==> src/rtl/bus_rr_arbiter.sv <==
// Two-master, two-slave shared-bus controller: round-robin arbitration
// without preemption, owner-to-bus mux, address decode, and read return.
//
// Ports:
//   clk, reset_n          clock, asynchronous active-low reset
//   m0_* / m1_*           master request, write enable, address, write data
//   m0_grant, m1_grant    registered bus-ownership grants (never both)
//   m_din                 registered read data broadcast to both masters
//   s_wr, s_addr, s_din   shared-bus write enable, address, write data
//   s0_sel, s1_sel        slave selects (S0 memory, S1 factorial core)
//   s0_dout, s1_dout      slave read data, valid while selected for read
module bus_rr_arbiter #(
   parameter int                ADDR_W  = 16,
   parameter int                DATA_W  = 64,
   parameter logic [ADDR_W-1:0] S0_BASE = 16'h0000,
   parameter logic [ADDR_W-1:0] S0_MASK = 16'hF800,
   parameter logic [ADDR_W-1:0] S1_BASE = 16'h7000,
   parameter logic [ADDR_W-1:0] S1_MASK = 16'hFE00
) (
   input  logic              clk,
   input  logic              reset_n,
   input  logic              m0_req,
   input  logic              m0_wr,
   input  logic [ADDR_W-1:0] m0_addr,
   input  logic [DATA_W-1:0] m0_dout,
   input  logic              m1_req,
   input  logic              m1_wr,
   input  logic [ADDR_W-1:0] m1_addr,
   input  logic [DATA_W-1:0] m1_dout,
   output logic              m0_grant,
   output logic              m1_grant,
   output logic [DATA_W-1:0] m_din,
   output logic              s_wr,
   output logic [ADDR_W-1:0] s_addr,
   output logic [DATA_W-1:0] s_din,
   output logic              s0_sel,
   output logic              s1_sel,
   input  logic [DATA_W-1:0] s0_dout,
   input  logic [DATA_W-1:0] s1_dout
);

   typedef enum logic [1:0] {
      IDLE   = 2'd0,
      M0_OWN = 2'd1,
      M1_OWN = 2'd2
   } state_t;

   state_t state;
   state_t state_nx;

   // 1 = master 1 owned the bus most recently
   logic last_m1;
   logic last_m1_nx;

   logic bus_busy;
   logic s0_hit;
   logic s1_hit;
   logic rd_s0;
   logic rd_s1;

   // ---------------- arbitration ----------------

   always_ff @(posedge clk or negedge reset_n) begin
      if (!reset_n) begin
         state   <= IDLE;
         last_m1 <= 1'b1;
      end else begin
         state   <= state_nx;
         last_m1 <= last_m1_nx;
      end
   end

   always_comb begin
      state_nx   = state;
      last_m1_nx = last_m1;
      unique case (state)
         IDLE: begin
            if (m0_req && m1_req)
               state_nx = last_m1 ? M0_OWN : M1_OWN;
            else if (m0_req)
               state_nx = M0_OWN;
            else if (m1_req)
               state_nx = M1_OWN;
         end
         // Owner keeps the bus until it drops its request;
         // the waiting master then takes over with no idle gap.
         M0_OWN: begin
            if (!m0_req)
               state_nx = m1_req ? M1_OWN : IDLE;
         end
         M1_OWN: begin
            if (!m1_req)
               state_nx = m0_req ? M0_OWN : IDLE;
         end
         default: state_nx = IDLE;
      endcase
      if (state_nx == M0_OWN)
         last_m1_nx = 1'b0;
      else if (state_nx == M1_OWN)
         last_m1_nx = 1'b1;
   end

   assign m0_grant = (state == M0_OWN);
   assign m1_grant = (state == M1_OWN);
   assign bus_busy = (state != IDLE);

   // ---------------- bus mux ----------------

   always_comb begin
      s_wr   = 1'b0;
      s_addr = '0;
      s_din  = '0;
      unique case (state)
         M0_OWN: begin
            s_wr   = m0_wr;
            s_addr = m0_addr;
            s_din  = m0_dout;
         end
         M1_OWN: begin
            s_wr   = m1_wr;
            s_addr = m1_addr;
            s_din  = m1_dout;
         end
         default: begin
            s_wr   = 1'b0;
            s_addr = '0;
            s_din  = '0;
         end
      endcase
   end

   // ---------------- decode ----------------

   // Idle bus drives address 0, which would hit S0, so gate on ownership.
   assign s0_hit = ((s_addr & S0_MASK) == S0_BASE);
   assign s1_hit = ((s_addr & S1_MASK) == S1_BASE);
   assign s0_sel = bus_busy && s0_hit;
   assign s1_sel = bus_busy && s1_hit && !s0_hit;

   // ---------------- read return ----------------

   // Read flags and slave data are captured on the edge that closes the
   // address cycle, so m_din is valid in the following cycle, even when
   // the grant is dropped on that same edge.
   assign rd_s0 = s0_sel && !s_wr;
   assign rd_s1 = s1_sel && !s_wr;

   always_ff @(posedge clk or negedge reset_n) begin
      if (!reset_n)
         m_din <= '0;
      else if (rd_s0)
         m_din <= s0_dout;
      else if (rd_s1)
         m_din <= s1_dout;
      else
         m_din <= '0;
   end

endmodule

==> config.mk <==
export PLATFORM = sky130hd
export DESIGN_NAME = bus_rr_arbiter
export DESIGN_NICKNAME = d
export VERILOG_FILES = /design/src/rtl/bus_rr_arbiter.sv
export SDC_FILE = /design/constraint.sdc
export NUM_CORES = 1
export LEC_CHECK = 0
export CAP_MARGIN = 20
export CORE_AREA = 10 10 162 164
export DETAILED_ROUTE_END_ITERATION = 8
export DIE_AREA = 0 0 172 174
export PLACE_DENSITY_LB_ADDON = 0.12
export SETUP_SLACK_MARGIN = 0.02
export SYNTH_ARGS = -nofsm -noshare
export SYNTH_HDL_FRONTEND = slang
export SYNTH_SLANG_ARGS = --single-unit
==> constraint.sdc <==
create_clock -name clk -period 4.97 [get_ports clk]
set_input_delay 0.497 -clock clk [delete_from_list [all_inputs] [get_ports clk]]
set_output_delay 0.497 -clock clk [all_outputs]
set_load 0.005 [all_outputs]
==> out/metrics.yaml <==
power:
  peakVddDrop_mv: 0.3102
  p_per_area_nw_per_um2: 458.4
  leakage_nw: 3.418
critical_path:
  slowest_stage: "a32o_2"
  arrival_ps: 3020
  worst_setup_path_start_kind: "flop"
  endpoint_kind: "output port"
  crit_chain: "inv_1 -> ha_2 -> a32o_2 -> and2_1 -> clkdlybuf4s50_1"
  cpPeakStageDelay_ps: 730
  worstPathMaxFanout: 33
  setup.worst_path.class: "reg2out"
  cp.required_ps: 4470
floorplanning:
  io_pins: 443
  die_area_um2: 29930
  die_w_um: 172
  initial_core_util_pct: 17.77
  chipHeight_um: 174
  core_area_um2: 23120
  rows: 56
synth:
  postSynthCellCount: 448
  synth_edf_count: 0
  synth.area.top_cells: "dfrtp_1 (40%), a22oi_1 (15%), a32oi_1 (14%), nor2_1 (13%), buf_6 (3.3%)"
  synth_area_um2: 4108
  ys_seq_area_share_pct: 40.85
  async_flop_share_pct: 100.0
  synth_common_cells: "nor2_1 (146), a22oi_1 (80), dfrtp_1 (66), a32oi_1 (64), clkbuf_1 (20)"
  yosysTopAreaCell: "dfrtp_1"
  syn_avg_cell_area_um2: 9.169
  yosys_register_bits: 67
  synth_flop_cell: "dfrtp_1"
  yosysMostFrequentCell: "nor2_1"
  yosys.area.top_type_share_pct: 40.21
  yosysWarnings: 0
  synth_cell_types: 36
  synth_nets: 747
sta:
  clock_skew_ps: 8.212
  max-slew-margin-rel_pct: 39.15
  fin_crit_sh_pct: 70.79
  fin_crit_ps: 3518
  hold_violations: 0
  worstMarginPinSlew_ps: 912.8
  timing.setup.tns_ps: 0
  rsz0062_at_grt: "false"
  setup_viol: 0
  holdWs_ps: 379.4
  fin_ws_ps: 1452
  fmax_ghz: 0.2842
  finalMaxSlewViolations: 0
clock_network:
  clkTransAtPathRegs_ps: 60
  clk_latency_ps: 330
  cts_tree: "done"
  cts_root_buf: "clkbuf_16"
  cts_made_buffers: 9
  postCtsSetupBuffers: 0
  cts_hold_buf: 0
  cts_max_level: 3
  clock-sinks: 67
  cts_buffer_depth: 2
  cts_resized: 0
layout:
  fin_util_pct: 38.40
  area_delta_synth_final_pct: 116.2
  stdcell_area_um2: 8880
  drive_above_1_share_pct: 4.651
  fillers: 2392
  multi_input_area_um2: 2004
  nets: 1154
  seqCellArea_um2: 1678
run_status:
  status: "finished, final reports clean"
route:
  drc: 0
  dr.first_iter.drc_count: 321
  drtAntennaViolNets: 0
  wl_um: 27740
  viasPerCell: 4.693
  vias: 5416
  wire_per_inst_um: 24.04
  first_pass_iters: 4
global_routing:
  antenna_found_initial: 6
  grt_pass1_vias: 5682
  track_usage_pct: 17.34
  grt_max_degree: 68
  grt_pass1_wl_um: 38720
  globalRouteOverflowTotal: 0
flow_run:
  cap_violations: 0
placed_design:
  place.detailed.hpwl_um: 21880
  port_buffers: 442
  place.gp.congestion: 0.8480
  place_area_um2: 8546
  post-place-ws_ps: 1818
worst_hold_path:
  holdCritPathClass: "in2async"
registers in the layout, summed over array words and instances, names as in the netlist:
name / count
last_m1: 1
state: 2
m_din: 64
path summary, 6_finish.rpt:
path / endpoint / startpoint / cells past startpoint / slack [ps]
setup / recovery: s1_sel / state[0] / 5 / 1450
hold / removal: m_din[25] / reset_n / 2 / 380
setup reg to reg: m_din[17] / state[0] / 8 / 1960
hold reg to reg: last_m1 / last_m1 / 2 / 480
max in group asynchronous: state[1] / reset_n / 2 / 3990
min in group clk: last_m1 / last_m1 / 2 / 480
critical path: cells and delay by family, from the launching register on:
| kind | cells | cell delay (ps) |
|---|---|---|
| AO/OA/AOI/OAI | 1 | 730 |
| adder cells (fa/ha/maj) | 1 | 640 |
| buffers and inverters | 2 | 620 |
| flip-flops | 1 | 450 |
| AND/OR/NAND/NOR | 1 | 220 |
cell usage in the layout, fill, tap and decap left out, types with 2 or more instances in the layout:
cell             instances
nand2_1                  4
a21oi_2                  2
o21ai_1                  2
a22oi_1                 80
inv_6                    2
o21ai_0                  4
ha_1                     3
bufinv_16                2
clkbuf_16                9
clkdlybuf4s50_1        441
nor2_1                 145
inv_1                    3
buf_4                    8
diode_2                  4
dfrtp_1                 66
a32oi_1                 64
where the power goes:
part / total (W) / switching (W) / internal [W] / leakage, nW
sequential: 0.000765 / 0.0000512 / 0.000713 / 0.889
combinational: 0.00260 / 0.00137 / 0.00123 / 2.37
clock: 0.000704 / 0.000261 / 0.000443 / 0.156
total: 0.00407 / 0.00168 / 0.00239 / 3.42
area by class of cell:
cell class / count / share of cell area, %
Sequential cell: 67 / 18.90
Tap cell: 290 / 4.086
Clock buffer: 9 / 2.536
Multi-Input combinational cell: 322 / 22.57
Timing Repair Buffer: 450 / 50.44
Inverter: 5 / 0.2395
Antenna cell: 4 / 0.1127
Clock inverter: 7 / 1.113
through the flow:
| stage | power [W] | instances |
|---|---|---|
| 2_1_floorplan | 0.002162 | 448 |
| 3_3_place_gp | 0.003435 | 1134 |
| 3_5_place_dp | 0.003413 | 1134 |
| 4_1_cts | 0.004144 | 1150 |
| 5_1_grt | 0.004357 | 1152 |
| 6_report | 0.004070 | 1154 |
logic make-up (layout without fill, tap and decap cells):
kind of cell,count (synthesis),after routing,synth area share [%]
AOI/OAI and AO/OA,159,159,31.01
and+or+nand+nor,157,157,15.26
DFF,67,67,40.85
buffers and inverters,59,471,11.09
adders and majority gates,5,5,1.523
muxes,1,1,0.2741
other,0,4,0
metal layers:
layer,vias up,track usage [%],routed length (um)
li1,2500,-,-
met1,2589,16.33,9235
met2,300,31.05,14000
met3,25,10.63,4126
met4,2,3.917,362
met5,-,0,18
No activity file was read; power rests on OpenSTA's default activity.
